File: src/rtl/pc_sequencer.sv
// pc_sequencer: next-PC controller for the MIPS core; sequences boot, fetch handshake,
// stalls, prioritised redirects (exc > jump > branch) with a single pending slot, and halt.
module pc_sequencer #(
    parameter logic [31:0] RESET_VECTOR = 32'h0000_0000,
    parameter logic [31:0] EXC_VECTOR   = 32'h0000_0080,
    parameter int          BOOT_CYCLES  = 2
) (
    input  logic        clock,
    input  logic        reset,
    input  logic [31:0] pc_cur,
    output logic [31:0] pc_next,
    output logic        imem_req,
    input  logic        imem_ready,
    input  logic        stall,
    input  logic        branch_taken,
    input  logic [31:0] branch_target,
    input  logic        jump,
    input  logic [31:0] jump_target,
    input  logic        exc,
    input  logic        halt,
    input  logic        resume,
    output logic        fetch_valid,
    output logic [1:0]  state
);
    localparam int CW = $clog2(BOOT_CYCLES + 1);
    localparam logic [CW-1:0] BOOT_LAST = CW'(BOOT_CYCLES - 1);
    localparam logic [31:0] EXC_ADDR = {EXC_VECTOR[31:2], 2'b00};

    typedef enum logic [1:0] {BOOT, RUN, WAIT, HALTED} state_t;

    state_t         st;
    logic [CW-1:0]  boot_cnt;
    logic           pend_vld;
    logic [1:0]     pend_pri;
    logic [31:0]    pend_tgt;
    logic           run, halting, advance;
    logic [1:0]     new_pri;
    logic [31:0]    new_tgt;

    assign state = st;

    // new_pri ranks the incoming redirect: 3 exc, 2 jump, 1 branch, 0 none
    always_comb begin
        run         = st == RUN || st == WAIT;
        halting     = run && halt && !exc;
        advance     = run && imem_ready && !stall && !halting;
        new_pri     = exc ? 2'd3 : jump ? 2'd2 : branch_taken ? 2'd1 : 2'd0;
        new_tgt     = exc ? EXC_ADDR : jump ? {jump_target[31:2], 2'b00} : {branch_target[31:2], 2'b00};
        imem_req    = run && !halting;
        fetch_valid = advance;
        pc_next     = (reset || st == BOOT) ? RESET_VECTOR :
                      st == HALTED ? (exc ? EXC_ADDR : pc_cur) :
                      !advance ? pc_cur :
                      exc ? EXC_ADDR :
                      pend_vld ? pend_tgt :
                      new_pri != 2'd0 ? new_tgt : pc_cur + 32'd4;
    end

    always_ff @(posedge clock or posedge reset) begin
        if (reset) begin
            st       <= BOOT;
            boot_cnt <= '0;
            pend_vld <= 1'b0;
            pend_pri <= 2'd0;
            pend_tgt <= '0;
        end else if (st == BOOT) begin
            boot_cnt <= boot_cnt + CW'(1);
            if (boot_cnt == BOOT_LAST) st <= RUN;
        end else if (st == HALTED) begin
            if (exc) begin
                st       <= RUN;
                pend_vld <= 1'b0;
            end else if (resume) begin
                st <= RUN;
            end
        end else if (advance) begin
            st       <= RUN;
            pend_vld <= 1'b0;
        end else begin
            st <= halting ? HALTED : imem_ready ? RUN : WAIT;
            // a lower-priority redirect never displaces a held one
            if (new_pri != 2'd0 && (!pend_vld || new_pri >= pend_pri)) begin
                pend_vld <= 1'b1;
                pend_pri <= new_pri;
                pend_tgt <= new_tgt;
            end
        end
    end
endmodule

File: config.mk
export PLATFORM = sky130hd
export DESIGN_NAME = pc_sequencer
export DESIGN_NICKNAME = d
export VERILOG_FILES = /design/src/rtl/pc_sequencer.sv
export SDC_FILE = /design/constraint.sdc
export NUM_CORES = 1
export LEC_CHECK = 0
export CORE_MARGIN = 4
export CORE_UTILIZATION = 49
export DETAILED_ROUTE_END_ITERATION = 8
export PLACE_DENSITY = 0.92
export RECOVER_POWER = 50
export SYNTH_ARGS = -nofsm -noshare
export SYNTH_HDL_FRONTEND = slang
export SYNTH_SLANG_ARGS = --single-unit
File: constraint.sdc
create_clock -name clock -period 5.6 [get_ports clock]
set_input_delay 0.84 -clock clock [delete_from_list [all_inputs] [get_ports clock]]
set_output_delay 0.84 -clock clock [all_outputs]
set_load 0.02 [all_outputs]
# Word-level counts from Yosys, hierarchy flattened
# Index checks and enable logic that the tools add are counted.
[totals]
ff_bits = 39
out_inout_bits = 36
elab_cells = 62
[classes]
add_sub_neg = 2
order_cmp = 1
eq_ne = 7
n_mux = 24
bitwise_logic = 3
n_reduce_logical = 20
[op_table]
columns = ["operator", "n"]
rows = [
  ["$mux 32", 9],
  ["$add 32x3->32 const B", 1],
  ["$mux 2", 10],
  ["$logic_and 1x1->1", 7],
  ["$mux 1", 5],
  ["$eq 2x1->1 const B", 2],
  ["$eq 2x2->1 const B", 2],
  ["$logic_not 1->1", 4],
  ["$ne 4x4->1 const B", 1],
  ["$reduce_and 4->1", 1],
  ["$logic_or 1x1->1", 3],
  ["$not 1->1", 3],
  ["$reduce_and 3->1", 1],
  ["$reduce_bool 3->1", 1],
  ["$add 2x1->2 const B", 1],
  ["$ge 2x2->1", 1],
  ["$logic_not 2->1", 1],
  ["$ne 2x1->1 const B", 1],
  ["$ne 2x2->1 const B", 1],
  ["$reduce_and 2->1", 1],
  ["$reduce_bool 2->1", 1],
]

# Depth between registers and ports, before layout
# Gate-level depths: netlist of the first run.
[logic_depth]
depth_word = 10
ltp_mapped = 12

# Least setup slack after synthesis of the first run
# Ideal clock, no wire load.
[synth_timing]
path_kind = "input to output"
from = "in branch_taken"
to = "out pc_next[17]"
arrival_time_ns = 2.647
required_ns = 4.760
path_slack_ns = 2.113
stages = 7
path_buffers = 2
path_cell_list = "clkbuf_1 nor3_1 nor2_1 clkbuf_1 a221oi_1 a21oi_1 o31ai_1"
[synth_between]
elab_chain_len = 10
[synth_lines]
columns = ["item", "line", "rtl"]
rows = [
  ["start, declared", "15", "input logic branch_taken,"],
  ["$mux 1", "47", "new_pri = exc ? 2'd3 : jump ? 2'd2 : branch_taken ? 2'd1 : 2'd0;"],
  ["$mux 2 (2 in series)", "47", ""],
  ["$reduce_bool 2->1", "56", "new_pri != 2'd0 ? new_tgt : pc_cur + 32'd4;"],
  ["$mux 32", "56", ""],
  ["$mux 32", "55", "pend_vld ? pend_tgt :"],
  ["$mux 32", "54", "exc ? EXC_ADDR :"],
  ["$mux 32", "53", "!advance ? pc_cur :"],
  ["$mux 32", "52", "st == HALTED ? (exc ? EXC_ADDR : pc_cur) :"],
  ["$mux 32", "51", "pc_next = (reset || st == BOOT) ? RESET_VECTOR :"],
  ["end, declared", "11", "output logic [31:0] pc_next,"],
]
# Every way passes these cells.

# Final worst setup path of the first run
[layout_timing]
from = "in pc_cur[2]"
to = "out pc_next[26]"
[layout_between]
elab_chain_len = 7
[layout_lines]
columns = ["item", "line", "rtl"]
rows = [
  ["start, declared", "10", "input logic [31:0] pc_cur,"],
  ["$add 32x3->32", "56", ""],
  ["$mux 32", "56", ""],
  ["$mux 32", "55", ""],
  ["$mux 32", "54", ""],
  ["$mux 32", "53", ""],
  ["$mux 32", "52", ""],
  ["$mux 32", "51", ""],
]
# Every way passes these cells.

==> results of run 1 <==
-- cells by family (layout without fill, tap and decap cells) --
kind of cell | after synthesis | in the layout
AND/OR/NAND/NOR | 194 | 194
adder cells (fa/ha/maj) | 7 | 7
flip-flops | 37 | 37
XOR/XNOR | 7 | 7
multiplexers | 38 | 38
buffers and inverters | 61 | 179
AO/OA/AOI/OAI | 159 | 159
-- registers in the layout, indices dropped and copies added (netlist names) --
| signal | flops |
|---|---|
| pend_tgt | 30 |
| pend_pri | 2 |
| state | 2 |
| pend_vld | 1 |
| boot_cnt | 2 |
-- cell type report --
type / instances / area share (%)
flip-flops and latches: 37 / 17.29
clock buffers: 6 / 1.542
clock inverters: 2 / 0.7008
repair buffers: 151 / 27.21
multi-input cells: 405 / 49.54
well taps: 99 / 2.313
inverters: 20 / 1.402
-- per-stage QoR --
step | std cells | instance area, sq um | power (mW) | util [%] | hold slack [ns]
finish | 720 | 5356 | 1.771 | 72.30 | 0.4760
global route | 720 | 5356 | 1.892 | 72.30 | 0.5176
CTS | 720 | 5368 | 1.766 | 72.45 | 0.4791
detailed placement | 712 | 5248 | 1.510 | 70.83 | 0.4599
global placement | 712 | 5248 | 1.473 | 70.83 | 0.4518
floorplan | 503 | 3825 | 1.101 | - | 0.4398
-- layer usage --
layer / track usage, % / routed length (um) / share of wire, %
met5: 0 / 0 / 0
met4: 13.43 / 485 / 3.3
met3: 6.099 / 1551 / 11
met2: 51.87 / 6666 / 45
met1: 42.91 / 6055 / 41
-- worst max-delay path, cell delays in order --
cell,delay [ns]
clkdlybuf4s50_1,0.70
ha_1,0.30
and2_1,0.22
nand4_4,0.23
or4_1,0.65
or4b_1,0.51
o211ai_1,0.13
clkdlybuf4s50_1,0.64
-- cells in the final DEF (no fill, tap or decap), types with 20 or more instances in the layout --
master / netlist / routed
dfrtp_1: 37 / 37
nand2_1: 63 / 63
o21ai_0: 34 / 34
clkdlybuf4s50_1: 0 / 130
nor2_1: 34 / 34
inv_1: 20 / 20
mux2i_1: 30 / 30
a21oi_1: 24 / 24
nand3_1: 20 / 20
o31ai_1: 22 / 22
-- final timing paths --
path	start	endpoint
hold / removal	boot_cnt[0]	boot_cnt[0]
setup reg to reg	pend_vld	pend_tgt[8]
min in group asynchronous	reset	pend_tgt[24]
max in group asynchronous	reset	pend_tgt[4]
hold reg to reg	boot_cnt[0]	boot_cnt[0]
setup / recovery	pc_cur[2]	pc_next[26]
-- power breakdown --
| group | switching, mW | internal [mW] | leakage, nW |
|---|---|---|---|
| Combinational | 0.612 | 0.441 | 1.59 |
| Clock | 0.111 | 0.145 | 0.0574 |
| Sequential | 0.0881 | 0.374 | 0.467 |
| Total | 0.811 | 0.960 | 2.11 |
==> results.json, run 1 <==
{
  "syn_avg_cell_area_sq_um": 7.604,
  "fill_cells": 594,
  "status": "complete, but fails checks",
  "cts_setup_buffers": 0,
  "ys.flop_type": "dfrtp_1",
  "finClkSkew_ns": 0.005512,
  "regArea_sq_um": 925.9,
  "clock-sinks": 37,
  "synth_xor_area_share_pct": 1.603,
  "synth_most_common_cell": "nand2_1",
  "grt_pass1_wl_um": 23050,
  "diodes": 0,
  "drtIter0Drc": 443,
  "fin_nets": 732,
  "worstSetupPathType": "input pin to primary output",
  "clk_path_buf_depth": 2,
  "portBuffers": 136,
  "ir_drop_uv": 224.1,
  "vias_per_cell": 6.403,
  "hold_class": "flip-flop to flip-flop",
  "die-area_sq_um": 9283,
  "synthAdderAreaFrac_pct": 2.290,
  "yosys-top-cells-area": "dfrtp_1 24%, mux2i_1 7.9%, nand2_1 6.2%",
  "synth_top_area_share_pct": 24.21,
  "fmax_ghz": 0.1979,
  "rows": 31,
  "yosysSeqAreaShare_pct": 24.21,
  "drive_gt1_share_pct": 6.924,
  "synth.distinct_cells": 64,
  "syn_area_sq_um": 3825,
  "grt_pass1_vias": 4557,
  "cp.required_ns": 4.76,
  "fin_setup_tns_ns": 0,
  "track_usage_pct": 32.45,
  "cp_max_fo": 14,
  "ant_nets": 0,
  "critPathCaptureType": "primary output",
  "routed_wl_um": 14760,
  "root_buffer": "clkbuf_8",
  "post-dp-hpwl_um": 11010,
  "worst_pin_slew_ns": 2.164,
  "ioPinCount": 141,
  "violations": "max-capacitance violations, max-slew violations",
  "period_minus_slack_ns": 5.052,
  "area_delta_synth_final_pct": 40.04,
  "hold_buffers": 0,
  "synth-seq-cells": 37,
  "grt_start_max_net_pins": 38,
  "r2r_cells": 5,
  "synth_compound_area_share_pct": 28.95,
  "p_per_area_nw_per_um2": 330.7,
  "firstDrtPassIters": 5,
  "setup_ws_ns": 0.5477,
  "maxSlewViolCount": 75,
  "synth_top_area_cell": "dfrtp_1",
  "path_clk_slew_ns": 0.08,
  "wire_per_inst_um": 20.50,
  "slew_headroom_pct": -44.28,
  "dieHeight_um": 96.35,
  "dpl_worst_slack_ns": 0.6073,
  "hold_viol": 0,
  "maxCapViolations": 2,
  "whs_path_depth": 1,
  "syn-num-nets": 615,
  "cts_tree": "yes",
  "core_region_area_sq_um": 7408,
  "p_leak_nw": 2.111,
  "setup_violations": 0,
  "overflow": 0,
  "ys_warn_count": 0,
  "drc": 0,
  "synthTopCellsByCount": "63 x nand2_1, 37 x dfrtp_1, 34 x nor2_1, 34 x o21ai_0, 30 x mux2i_1",
  "synth_edf_count": 0,
  "muxShareOfSynthArea_pct": 10.21,
  "ff2ff_setup_slack_ns": 1.93,
  "fin_crit_sh_pct": 90.22,
  "start_util_pct": 51.63,
  "antenna_found_initial": 0,
  "rsz0062_at_grt": "false",
  "multi_input_area_sq_um": 2654,
  "synthArstFlopShare_pct": 100.0,
  "clock_latency_ns": 0.30,
  "synth_cells": 503,
  "worstPathArrival_ns": 4.21,
  "synth_simple_gate_area_share_pct": 26.33,
  "cts_buffers": 5,
  "crit_path_start_kind": "input pin",
  "vias": 4610,
  "die_w_um": 96.35,
  "place.gp.congestion": 0.9552,
  "synth_top_family_by_area": "compound AO/OA/AOI/OAI gates",
  "htreeDepth": 2,
  "cts_resized": 0
}
Note: power is estimated with default switching activity, not from simulation.
==> run 2, diff against run 1 <==
--- a/config.mk
+++ b/config.mk
@@ -5,11 +5,14 @@
 export SDC_FILE = /design/constraint.sdc
 export NUM_CORES = 1
 export LEC_CHECK = 0
+export CELL_PAD_IN_SITES_DETAIL_PLACEMENT = 0
+export CELL_PAD_IN_SITES_GLOBAL_PLACEMENT = 2
 export CORE_MARGIN = 4
-export CORE_UTILIZATION = 49
+export CORE_UTILIZATION = 27
 export DETAILED_ROUTE_END_ITERATION = 8
-export PLACE_DENSITY = 0.92
+export PLACE_DENSITY = 0.93
 export RECOVER_POWER = 50
+export SKIP_LAST_GASP = 1
 export SYNTH_ARGS = -nofsm -noshare
 export SYNTH_HDL_FRONTEND = slang
 export SYNTH_SLANG_ARGS = --single-unit
==> run 2 against run 1 <==
Against the previous run: the run still ends with max-capacitance violations, max-slew violations left; die area rose by 74%; fmax shrank 0.52%; flip-flop and latch count did not move; total power grew 4.4%; clock power increased by 34%; global-route usage is 14 points lower; non-clock buffer count grew 2; critical path type unchanged; hold slack got worse by 0.0014 ns.
==> results.json, run 2 (synthesis gave the netlist of run 1 again) <==
{
  "cp_slowest_cell": "clkbuf_1",
  "cts_buffers": 5,
  "vias_per_cell": 5.496,
  "overflow": 0,
  "worstPathArrival_ns": 4.24,
  "hold_buffers": 0,
  "grt_pass1_wl_um": 24410,
  "whs_path_depth": 2,
  "r2r_cells": 6,
  "drive_gt1_share_pct": 7.544,
  "layout_commonest_cell": "clkdlybuf4s50_1",
  "area_delta_synth_final_pct": 44.59,
  "slew_headroom_pct": -40.95,
  "rsz0062_at_grt": "false",
  "critPathCaptureType": "primary output",
  "ioPinCount": 141,
  "firstDrtPassIters": 5,
  "period_minus_slack_ns": 5.079,
  "routed_wl_um": 15620,
  "cts_tree": "yes",
  "final_cells": 803,
  "cp_max_fo": 26,
  "hold_ws_ns": 0.4746,
  "fin_setup_tns_ns": 0,
  "ant_nets": 0,
  "status": "complete, but fails checks",
  "root_buffer": "clkbuf_16",
  "rows": 43,
  "p_per_area_nw_per_um2": 334.2,
  "antenna_found_initial": 0,
  "violations": "max-capacitance violations, max-slew violations",
  "die_w_um": 127.0,
  "core_region_area_sq_um": 13880,
  "dpl_cell_area_sq_um": 5364,
  "portBuffers": 136,
  "fill_cells": 1451,
  "crit_path_start_kind": "input pin",
  "clk_path_buf_depth": 2,
  "fmax_ghz": 0.1969,
  "cts_setup_buffers": 0,
  "ir_drop_uv": 171.0,
  "worst_pin_slew_ns": 2.114,
  "clock-sinks": 37,
  "fin_area_sq_um": 5530,
  "drc": 0,
  "die-area_sq_um": 16130,
  "grt_start_max_net_pins": 40,
  "grt_pass1_vias": 4418,
  "drtIter0Drc": 356,
  "cts_resized": 0,
  "vias": 4413,
  "htreeDepth": 2,
  "track_usage_pct": 18.95,
  "p_leak_nw": 2.151,
  "start_util_pct": 27.56,
  "maxSlewViolCount": 38,
  "cpPeakStageDelay_ns": 0.89,
  "dp.cells": 795,
  "mostFrequentLayoutCells": "129 x clkdlybuf4s50_1, 63 x nand2_1, 37 x dfrtp_1, 34 x o21ai_0, 34 x nor2_1",
  "largest_reg_flops": 30,
  "path_clk_slew_ns": 0.06,
  "cp_cell_sequence": "dlygate4sd3_1 > clkbuf_1 > o22ai_1 > buf_4 > a31o_2 > a221oi_1 > clkdlybuf4s50_1",
  "finClkSkew_ns": 0.007938,
  "diodes": 0,
  "wire_per_inst_um": 19.46,
  "hold_viol": 0,
  "fin_crit_sh_pct": 90.69,
  "worstSetupPathType": "input pin to primary output",
  "fin_nets": 734,
  "regMostFlops": "pend_tgt",
  "ff2ff_setup_slack_ns": 2.36,
  "setup_violations": 0,
  "dieHeight_um": 127.0,
  "hold_class": "flip-flop to flip-flop",
  "maxCapViolations": 1,
  "cp.required_ns": 4.76,
  "place.gp.congestion": 0.8777,
  "clock_latency_ns": 0.29,
  "post-dp-hpwl_um": 11920
}
[run 2: critical path, delay by kind of cell]
kind / cells / cell delay (ns)
buf+inv: 4 / 2.58
compound gates: 3 / 0.80
[run 2: power breakdown]
part           total (mW)  internal, mW  switching, mW
clock network       0.342         0.222          0.120
logic                1.05         0.444          0.603
registers           0.459         0.375         0.0840
[run 2: per-layer routing]
layer | routed length [um] | up-vias | GRT usage (%)
met3 | 950 | 22 | 2.467
met1 | 7317 | 2081 | 27.06
met4 | 266 | 0 | 5.047
li1 | - | 2131 | -
met2 | 7090 | 179 | 30.17
met5 | 0 | - | 0
[run 2: cell type report]
class | instances | area, sq um | share of cell area, %
multi-input cells | 405 | 2654 | 47.99
repair buffers | 153 | 1474 | 26.65
flip-flops and latches | 37 | 925.9 | 16.74
well taps | 180 | 225.2 | 4.072
clock buffers | 6 | 138.9 | 2.511
inverters | 20 | 75.07 | 1.357
clock inverters | 2 | 37.54 | 0.6787
[run 2: path summary, 6_finish.rpt]
check	startpoint	endpoint
min in group asynchronous	reset	pend_tgt[14]
worst min-delay path	pend_tgt[5]	pend_tgt[5]
worst max register to register	pend_vld	pend_tgt[3]
worst max-delay path	exc	pc_next[7]
worst min register to register	pend_tgt[5]	pend_tgt[5]
max in group asynchronous	reset	pend_tgt[8]
[run 2: through the flow]
stage | setup slack (ns) | total power [mW] | util (%)
2_1_floorplan | 2.113 | 1.101 | -
3_3_place_gp | 0.6035 | 1.492 | 38.64
3_5_place_dp | 0.5935 | 1.516 | 38.64
4_1_cts | 0.5845 | 1.858 | 39.91
5_1_grt | 0.3198 | 1.978 | 39.84
6_report | 0.5215 | 1.848 | 39.84
